$ cat config.mk
export PLATFORM = sky130hd
export DESIGN_NAME = core_fetch_stage
export DESIGN_NICKNAME = d
export VERILOG_FILES = /design/src/rtl/core_fetch_stage_pkg.sv /design/src/rtl/core_fetch_stage_flopenrc.sv /design/src/rtl/core_fetch_stage.sv
export SDC_FILE = /design/constraint.sdc
export NUM_CORES = 1
export LEC_CHECK = 0
export CORE_MARGIN = 2
export CORE_UTILIZATION = 24
export CTS_CLUSTER_SIZE = 28
export DETAILED_ROUTE_END_ITERATION = 6
export GPL_TIMING_DRIVEN = 0
export SYNTH_ARGS = -nofsm -noshare
export SYNTH_HDL_FRONTEND = slang
export SYNTH_SLANG_ARGS = --single-unit
$ cat constraint.sdc
create_clock -name clk -period 9.96 [get_ports clk]
set_input_delay 0.996 -clock clk [delete_from_list [all_inputs] [get_ports clk]]
set_output_delay 0.996 -clock clk [all_outputs]
set_load 0.01 [all_outputs]
$ cat src/rtl/core_fetch_stage_pkg.sv
// Shared definitions for the RV32I fetch stage: state encoding and default constants.
package core_fetch_stage_pkg;

  localparam int unsigned INSTR_W = 32;

  localparam logic [INSTR_W-1:0] DEFAULT_NOP_INSTR = 32'h0000_0013;
  localparam logic [INSTR_W-1:0] DEFAULT_RESET_PC  = 32'h0000_0000;

  typedef enum logic [1:0] {
    BOOT,
    RUN,
    WAIT
  } fetch_state_t;

endpackage

$ cat src/rtl/core_fetch_stage_flopenrc.sv
// Enabled flop with synchronous clear and asynchronous reset; clear wins over enable.
module flopenrc #(
  parameter int unsigned       WIDTH     = 32,
  parameter logic [WIDTH-1:0] RESET_VAL = '0,
  parameter logic [WIDTH-1:0] CLEAR_VAL = '0
) (
  input  logic             clk,
  input  logic             reset,
  input  logic             en,
  input  logic             clear,
  input  logic [WIDTH-1:0] d,
  output logic [WIDTH-1:0] q
);

  always_ff @(posedge clk or posedge reset) begin
    if (reset)      q <= RESET_VAL;
    else if (clear) q <= CLEAR_VAL;
    else if (en)    q <= d;
  end

endmodule

$ cat src/rtl/core_fetch_stage.sv
// Instruction-fetch stage with variable-latency imem handshake and the F-D pipeline register.
module core_fetch_stage
  import core_fetch_stage_pkg::*;
#(
  parameter logic [INSTR_W-1:0] RESET_PC  = DEFAULT_RESET_PC,
  parameter logic [INSTR_W-1:0] NOP_INSTR = DEFAULT_NOP_INSTR
) (
  input  logic               clk,
  input  logic               reset,
  input  logic               stall_f,
  input  logic               stall_d,
  input  logic               flush_d,
  input  logic               pc_src_d,
  input  logic [INSTR_W-1:0] pc_target_d,
  output logic               imem_req,
  output logic [INSTR_W-1:0] imem_addr,
  input  logic [INSTR_W-1:0] imem_rd_data,
  input  logic               imem_valid,
  output logic [INSTR_W-1:0] instr_d,
  output logic [INSTR_W-1:0] pc_d,
  output logic [INSTR_W-1:0] pc_plus4_d,
  output logic               valid_d,
  output logic               fetch_busy
);

  localparam logic [INSTR_W-1:0] PC_STEP = 32'd4;

  fetch_state_t       state;
  logic [INSTR_W-1:0] pc_f;
  logic [INSTR_W-1:0] pc_plus4_f;
  logic [INSTR_W-1:0] redirect_pc;
  logic               redirect_pending;
  logic               accept;
  logic               take;
  logic               load_d;
  logic               bubble_d;

  assign imem_addr  = pc_f;
  assign pc_plus4_f = pc_f + PC_STEP;
  assign fetch_busy = imem_req & ~imem_valid;
  assign accept     = imem_req & imem_valid & ~stall_f;

  // A response is only forwarded to D when it is on the correct path.
  assign take     = accept & ~redirect_pending & ~pc_src_d;
  assign load_d   = take & ~flush_d & ~stall_d;
  assign bubble_d = flush_d | (~stall_d & ~take);

  always_ff @(posedge clk or posedge reset) begin
    if (reset) begin
      state            <= BOOT;
      imem_req         <= 1'b0;
      pc_f             <= RESET_PC;
      redirect_pending <= 1'b0;
      redirect_pc      <= '0;
    end else begin
      case (state)
        BOOT: begin
          state    <= RUN;
          imem_req <= 1'b1;
        end
        RUN:     if (!imem_valid) state <= WAIT;
        WAIT:    if (imem_valid)  state <= RUN;
        default: begin
          state    <= BOOT;
          imem_req <= 1'b0;
        end
      endcase

      // The redirect latch can only fire without a response, so it never collides with accept.
      if (!stall_f) begin
        if (accept && redirect_pending) begin
          pc_f             <= redirect_pc;
          redirect_pending <= 1'b0;
        end else if (accept && pc_src_d) begin
          pc_f <= pc_target_d;
        end else if (accept) begin
          pc_f <= pc_plus4_f;
        end else if (pc_src_d && imem_req && !imem_valid) begin
          redirect_pc      <= pc_target_d;
          redirect_pending <= 1'b1;
        end
      end
    end
  end

  flopenrc #(.WIDTH(INSTR_W), .RESET_VAL(NOP_INSTR), .CLEAR_VAL(NOP_INSTR)) u_instr_d (
    .clk(clk), .reset(reset), .en(load_d), .clear(bubble_d), .d(imem_rd_data), .q(instr_d)
  );

  flopenrc #(.WIDTH(1), .RESET_VAL(1'b0), .CLEAR_VAL(1'b0)) u_valid_d (
    .clk(clk), .reset(reset), .en(load_d), .clear(bubble_d), .d(1'b1), .q(valid_d)
  );

  flopenrc #(.WIDTH(INSTR_W), .RESET_VAL('0), .CLEAR_VAL('0)) u_pc_d (
    .clk(clk), .reset(reset), .en(load_d), .clear(1'b0), .d(pc_f), .q(pc_d)
  );

  flopenrc #(.WIDTH(INSTR_W), .RESET_VAL('0), .CLEAR_VAL('0)) u_pc_plus4_d (
    .clk(clk), .reset(reset), .en(load_d), .clear(1'b0), .d(pc_plus4_f), .q(pc_plus4_d)
  );

endmodule

Word level (Yosys, flattened, before mapping) --
Index checks and enable logic that the tools add are counted. W data, S select, Z words.
Cells by class: equal/unequal tests 6, reductions and logical operators 14, add/subtract/negate cells 1, bitwise gates (word level) 19, mux-type cells 15
Operators with widths (number):
- $mux W32 | 5
- $add A32 B3 Y32 const B | 1
- $not A1 Y1 | 10
- $and A1 B1 Y1 | 8
- $mux W1 | 6
- $ne A2 B2 Y1 const B | 3
- $pmux W2 S3 | 1
- $reduce_and A5 Y1 | 1
- $logic_and A1 B1 Y1 | 4
- $mux W2 | 2
- $reduce_and A2 Y1 | 2
- $reduce_and A4 Y1 | 1
- $reduce_bool A2 Y1 | 2
- $reduce_bool A3 Y1 | 1
- $eq A2 B1 Y1 const B | 1
- $eq A2 B2 Y1 const B | 1
- $logic_not A2 Y1 | 1
- $ne A2 B1 Y1 const B | 1
- $pmux W1 S2 | 1
- $reduce_or A2 Y1 | 1
- $logic_not A1 Y1 | 1
- $or A1 B1 Y1 | 1
Word-level totals: logic and storage cells 64, register bits 165

Longest topological paths before layout --
Gate-level depths: netlist of the first run.
word-level depth 8, mapped depth 8, mapped depth without buffers 6

Modules after synthesis --
From an unflattened synthesis of the first run, not the netlist that was laid out.
Unflattened totals: cells, all modules 725, area total of the unflattened synthesis 8079.0 µm²
By module, submodules not included:
- core_fetch_stage | times used 1, cells each 409, area each 4055.1 µm²
- flopenrc (u_pc_d ...) | times used 2, cells each 104, area each 1327.5 µm²
- flopenrc (u_instr_d) | times used 1, cells each 104, area each 1326.3 µm²
- flopenrc (u_valid_d) | times used 1, cells each 4, area each 42.5 µm²

Worst setup path after synthesis of the first run --
No wires, ideal clock.
path type input-to-reg, start point input stall_f, end point register pc_f[25] (netlist: imem_addr[25]), required time 9.828 ns, data arrival time 2.113 ns, path buffers 3, stages 6, path slack 7.716 ns, cells stage by stage and3b_1 clkbuf_1 clkbuf_1 clkbuf_1 o21ai_0 o2bb2ai_1
Between the ends: cells in the longest elaborated chain, start to end 5, elaborated cells between the ends (all ways) 8, classes of those cells 2 x mux; 2 x bitwise; 4 x reduce/logical
RTL lines:
- from (decl) | line core_fetch_stage.sv:10 | input logic stall_f,
- $not A1 Y1 (no source line) *
- $and A1 B1 Y1 | line core_fetch_stage.sv:41 | assign accept = imem_req & imem_valid & ~stall_f;
- $logic_and A1 B1 Y1 (on tied branches) | line core_fetch_stage.sv:71, core_fetch_stage.sv:74
- $reduce_bool A3 Y1 (no source line) / $mux W32 (equally long branches)
- $reduce_and A2 Y1 (no source line) / $mux W32 (equally long branches)
- to (signal assigned) | line core_fetch_stage.sv:72 | pc_f <= redirect_pc;
- to (signal assigned) | line core_fetch_stage.sv:75 | pc_f <= pc_target_d;
- to (signal assigned) | line core_fetch_stage.sv:77 | pc_f <= pc_plus4_f;
- to (decl) | line core_fetch_stage.sv:29 | logic [INSTR_W-1:0] pc_f;
Every way passes the cells marked *; elsewhere a longest branch is shown, timed or not. A chain may end at the register's enable or synchronous reset.

Final worst setup path of the first run --
start point input pc_src_d, end point register u_pc_d.q[8]
Between the ends: cells in the longest elaborated chain, start to end 4
RTL lines:
- from (decl) | line core_fetch_stage.sv:13 | input logic pc_src_d,
- $not A1 Y1 | line core_fetch_stage.sv:44 | assign take = accept & ~redirect_pending & ~pc_src_d;
- $and A1 B1 Y1 | line core_fetch_stage.sv:44
- $and A1 B1 Y1 (2 in series) | line core_fetch_stage.sv:45 | assign load_d = take & ~flush_d & ~stall_d;
- to (signal assigned) | line core_fetch_stage_flopenrc.sv:16 | if (reset) q <= RESET_VAL;
- to (signal assigned) | line core_fetch_stage_flopenrc.sv:17 | else if (clear) q <= CLEAR_VAL;
- to (signal assigned) | line core_fetch_stage_flopenrc.sv:18 | else if (en) q <= d;
- to (decl) | line core_fetch_stage_flopenrc.sv:12 | output logic [WIDTH-1:0] q
Every way passes these cells.

==> results of run 1 <==
where the power goes:
part / internal, W / total [W] / switching [W]
Clock: 0.000399 / 0.000699 / 0.000300
Combinational: 0.000477 / 0.000947 / 0.000471
Sequential: 0.000855 / 0.00104 / 0.000185
Total: 0.00173 / 0.00269 / 0.000956
critical path, delay by kind of cell:
kind	cells	cell delay, ns
simple gates	4	1.53
buf+inv	3	1.34
final cells by class:
class / instances / area [um^2]
buffer: 59 / 264.0
tap: 396 / 495.5
fill: 3181 / 20050
antenna: 2 / 5.005
inverter: 11 / 48.80
clock inverter: 14 / 181.4
timing repair buffer: 202 / 2039
multi-input combinational: 506 / 3151
clock buffer: 18 / 429.2
sequential: 163 / 4083
final timing paths:
kind,end,depth (start not counted)
setup / recovery,u_pc_d.q[8]$_DFFE_PP0P_,7
hold / removal,u_pc_plus4_d.q[14]$_DFFE_PP0P_,2
setup reg to reg,u_pc_d.q[8]$_DFFE_PP0P_,7
hold reg to reg,u_pc_plus4_d.q[14]$_DFFE_PP0P_,2
max in group asynchronous,u_pc_plus4_d.q[15]$_DFFE_PP0P_,3
min in group asynchronous,u_instr_d.q[21]$_DFFE_PP0P_,2
stage by stage:
| step | util | area [um^2] | cells |
|---|---|---|---|
| after floorplan | - | 7538 | 739 |
| after global placement | 0.3267 | 10050 | 1336 |
| after detailed placement | 0.3278 | 10080 | 1337 |
| after CTS | 0.3477 | 10690 | 1369 |
| after global routing | 0.3479 | 10700 | 1371 |
| final | 0.3479 | 10700 | 1371 |
layout by cell type (no fill, tap or decap), types with 3 or more instances in the layout:
cell               n
a211oi_1           3
a21oi_1           26
a221o_1            5
a22o_1            31
a22oi_1            5
a31oi_1            3
and3_1            13
buf_2              9
buf_4              4
bufinv_16          3
clkbuf_1          42
clkbuf_16         17
clkdlybuf4s50_1  201
clkinv_4           4
clkinvlp_4         4
dfrtp_1          160
dfstp_2            3
ha_1               4
inv_1             10
inv_6              3
mux2_2            34
nand2_1          157
nand3_1           22
nand4_1            7
nor2_1            29
nor2b_1            3
nor3_1             4
nor3_2             4
nor4_4             5
o21ai_0           66
o21ai_1            6
o22a_1             5
o22ai_1            6
o2bb2ai_1          7
xnor2_1           21
xor2_1             6
logic make-up (layout without fill, tap and decap cells):
group / count (synthesis) / after routing
buffers and inverters: 70 / 304
DFF: 163 / 163
adders and majority gates: 4 / 4
other: 0 / 2
xor gates and xnor gates: 27 / 27
AOI/OAI and AO/OA: 177 / 177
and+or+nand+nor: 262 / 262
muxes: 36 / 36
state kept, by name, indices dropped and copies added (netlist names):
signal and cells:
u_pc_plus4_d.q 32, imem_req 1, state 2, u_valid_d.q 1, redirect_pc 32, u_pc_d.q 30
u_instr_d.q 32, imem_addr 32, redirect_pending 1
per-layer routing:
metal  wire, um  vias to the layer above
li1           -                     3030
met1      12060                     3280
met3       1502                       51
met2      12690                      235
met5         11                        -
met4        907                        2
==> impl_metrics.toml, run 1 <==
[route]
vias = 6598
dr.pass1.iters = 5
drt_wl_total_um = 27170
route.detailed.drc = 0
ant_nets = 0
drtIter0Drc = 500
avgRoutedWirePerCell_um = 19.82
vias_per_cell = 4.813

[sta]
tightest_slew_ns = 0.9089
fin_skew_ns = 0.008794
finalCritPeriodShare = 0.3569
rsz0062_at_grt = "false"
worst_slew_margin_rel = 0.3918
finalHoldViolations = 0
slew_violations = 0
fin_ws_ns = 6.406
period_needed_ns = 3.554
setup_viol = 0
fmax_ghz = 0.2813
fin_hold_ws_ns = 0.4749
tns_ns = 0

[setup_path]
startpoint_type = "input pin"
cp_data_arrival_time_ns = 3.87
rr_startpoint = "redirect_pending$_DFFE_PP0P_"
path_cells = "clkdlybuf4s50_1 > nor2_1 > nand3_1 > clkbuf_1 > clkbuf_1 > nand2_1 > nand2_1"
path_max_fanout = 10
cp-startpoint = "pc_src_d"
cpPeakStageDelay_ns = 0.73
setup.worst_path.end_class = "register"
path_class = "in2reg"
crit_required_ns = 10.28
rrSetupSlack_ns = 6.95
cp_slowest_cell = "nor2_1"

[yosys]
synth_adder_area_share = 0.006639
ys_types = 58
async_reset_ff_frac = 1.000
ys.flop_type = "dfrtp_1"
synthTopCellsByArea = "dfrtp_1 (53%), nand2_1 (7.8%), mux2_2 (5.1%), o21ai_0 (4.4%), a22o_1 (3.6%)"
synth_compound_area_frac = 0.1545
synth_edf_count = 0
synth-simple-area-share = 0.1720
ys_seq_area_frac = 0.5416
syn_avg_cell_area_um2 = 10.20
synthesis.area_um2 = 7538
synth_top_cell_by_area = "dfrtp_1"
yosysWarnings = 0
synthTopCellsByCount = "dfrtp_1 (160), nand2_1 (157), o21ai_0 (66)"
synthMuxAreaShare = 0.05344
synth_nets = 814
synth_top_family_by_area = "simple AND/OR/NAND/NOR gates"
post-synth-top-count-cell = "dfrtp_1"
synth_top_area_share = 0.5311
ys_ff_latch = 163
synth_xor_area_frac = 0.03137
synth_cells = 739

[place]
portBuffers = 201
dp_hpwl_um = 19500
gp_congestion = 0.8233
post-place-ws_ns = 6.052

[job]
maxCapViolations = 0

[cts]
post_cts_buffers = 0
cts_buffer_depth = 2
cts_tree = "built"
postCtsHoldBufs = 0
clock_latency_ns = 0.43
cts_resized = 0
cts-buffers-inserted = 17
cts.sinks = 163
clkTransAtPathRegs_ns = 0.07
cts.htree.levels = 4
root_buffer = "clkbuf_16"

[global_route]
grt_usage = 0.1652
use_met1 = 0.2157
top_usage_layer = "met2"
use_met3 = 0.03850
gr-usage-met2 = 0.2627
antenna_found_initial = 3
grt_max_degree = 91
grt_pass1_wl_um = 41010
gr-total-overflow = 0
grt_pass1_vias = 6662

[pwr]
vdd_drop_max_v = 0.0001147
total_power_w = 0.002686
power_density_nw_per_um2 = 251.1
power.leakage_nw = 4.515

[floorplan]
die_w_um = 181.2
initial_utilization = 0.2452
ios = 202
fp.coreArea_um2 = 30750
num_rows = 64
chipHeight_um = 181.2
die_area_um2 = 32840

[final_layout]
syn_to_final_growth_pct = 41.89
nets = 1035
drive_gt1_frac = 0.1059

[status]
status = "completed"

[hold_path]
hold_class = "reg2reg"
worstHoldStart = "u_pc_plus4_d.q[14]$_DFFE_PP0P_"
Power figures use the tool's default switching activity.
==> run 2, diff against run 1 <==
==> constraint.sdc (replaced) <==
create_clock -name clk -period 3.25 [get_ports clk]
set_input_delay 0.325 -clock clk [delete_from_list [all_inputs] [get_ports clk]]
set_output_delay 0.325 -clock clk [all_outputs]
set_load 0.01 [all_outputs]
==> run 2 against run 1 <==
Compared with the run above: first-iteration DRC count down 7.8%; register-to-register slack got worse by 6.6 ns; sequential cell count unchanged; critical path type is now reg2reg; global-route usage barely moved.
==> impl_metrics.toml, run 2 (synthesis results as in run 1) <==
[sta]
rsz0062_at_grt = "false"
setup_viol = 0
fmax_ghz = 0.3453
period_needed_ns = 2.896
finalCritPeriodShare = 0.8910
fin_skew_ns = 0.008718
fin_hold_ws_ns = 0.3406
finalHoldViolations = 0
fin_ws_ns = 0.3541
slew_violations = 0
worst_slew_margin_rel = 0.3687
tightest_slew_ns = 0.9434

[pwr]
intPower_w = 0.005149
combPwrFrac = 0.361
p_sw_w = 0.002929
seqPwrFrac = 0.394
power_density_nw_per_um2 = 754.9
switching_share = 0.3625
power.leakage_nw = 4.506
total_power_w = 0.008078
p_clk_frac = 0.244
vdd_drop_max_v = 0.0003878

[global_route]
grt_pass1_wl_um = 41170
grt_pass1_vias = 6737
gr-total-overflow = 0
grt_max_degree = 39
grt_usage = 0.1657
antenna_found_initial = 7

[floorplan]
fp.coreArea_um2 = 30750
initial_utilization = 0.2452
chipHeight_um = 181.2
die_w_um = 181.2
ios = 202
die_area_um2 = 32840
num_rows = 64

[setup_path]
setup.worst_path.end_class = "register"
startpoint_type = "register"
reg2reg_to = "u_pc_d.q[3]$_DFFE_PP0P_"
r2r_cells = 7
cpMostUsedCell = "clkbuf_1"
cp-startpoint = "redirect_pending$_DFFE_PP0P_"
path_cells = "clkbuf_1 > nor2_1 > nand3_1 > clkbuf_1 > clkbuf_1 > nand2_1 > nand2_1"
path_max_fanout = 10
rr_startpoint = "redirect_pending$_DFFE_PP0P_"
crit_buf_inv = 3
cp_data_arrival_time_ns = 3.21
rrSetupSlack_ns = 0.35
crit_required_ns = 3.57
critPathTopFamily = "simple AND/OR/NAND/NOR gates"
path_class = "reg2reg"
critical_path_cell_count = 7
cp_slowest_cell = "nor2_1"
cpPeakStageDelay_ns = 0.69

[place]
dp_hpwl_um = 19820
portBuffers = 201
gp_congestion = 0.8108
post-place-ws_ns = 0.04755

[route]
ant_nets = 0
avgRoutedWirePerCell_um = 19.86
drtIter0Drc = 461
drt_wl_total_um = 27330
vias_per_cell = 4.794
dr.pass1.iters = 5
route.detailed.drc = 0
vias = 6596

[job]
maxCapViolations = 0

[cts]
postCtsHoldBufs = 0
cts-buffers-inserted = 17
root_buffer = "clkbuf_16"
clock_latency_ns = 0.43
clkTransAtPathRegs_ns = 0.06
cts_resized = 0
cts_tree = "built"
cts.htree.levels = 4
post_cts_buffers = 0
cts_buffer_depth = 2
cts.sinks = 163

[final_layout]
nets = 1038
utilization = 0.3480
syn_to_final_growth_pct = 41.94
drive_gt1_frac = 0.1077
final_common_cell = "clkdlybuf4s50_1"
final_cell_mix = "clkdlybuf4s50_1 (201), dfrtp_1 (160), nand2_1 (157), o21ai_0 (66), clkbuf_1 (42)"

[hold_path]
hold_class = "in2async"

[status]
status = "completed"
## run 2: cell count changes in the layout (fill, tap and decap cells not counted), sizes merged
cell      previous run  this run
buf                 18        21
bufinv               3         1
clkinvlp             4         6
diode                2         5
inv                 14        13
## run 2: how the worst max path moves through the flow
stage	slack [ns]	to
CTS	0.35	u_pc_d.q[3]$_DFFE_PP0P_
floorplan	0.86	imem_addr[0]$_DFFE_PP0P_
detailed placement	0.05	u_pc_d.q[3]$_DFFE_PP0P_
global placement	-0.77	u_pc_d.q[15]$_DFFE_PP0P_
finish	0.35	u_pc_d.q[3]$_DFFE_PP0P_
global route	0.15	u_pc_d.q[7]$_DFFE_PP0P_
## run 2: metrics by stage
step                instance area [um^2]  setup TNS (ns)  std cells
finish                             10700               0       1376
global route                       10700               0       1374
CTS                                10690               0       1371
detailed placement                 10130               0       1340
global placement                   10050         -120.88       1336
floorplan                           7542               0        739
## run 2: routing by layer
metal  routed length [um]  vias up  GRT usage
met3                 1895       47    0.03991
li1                     -     3036          -
met4                  649        4    0.07057
met5                   27        -          0
met1                11880     3229     0.2175
met2                12880      280     0.2607
## run 2: power by group through the flow
stage          registers [W]  logic [W]  clock network, W
3_3_place_gp         0.00320    0.00286                 0
3_5_place_dp         0.00322    0.00291                 0
5_1_grt              0.00328    0.00317           0.00209
6_report             0.00318    0.00292           0.00197
2_1_floorplan        0.00323    0.00137                 0
4_1_cts              0.00319    0.00293           0.00202
## run 2: cell type report
| class | count | area [um^2] |
|---|---|---|
| Antenna cell | 5 | 12.51 |
| Buffer | 59 | 264.0 |
| Clock buffer | 18 | 429.2 |
| Clock inverter | 13 | 128.9 |
| Fill cell | 3119 | 20050 |
| Inverter | 11 | 45.04 |
| Multi-Input combinational cell | 506 | 3151 |
| Sequential cell | 163 | 4083 |
| Tap cell | 396 | 495.5 |
| Timing Repair Buffer | 205 | 2092 |
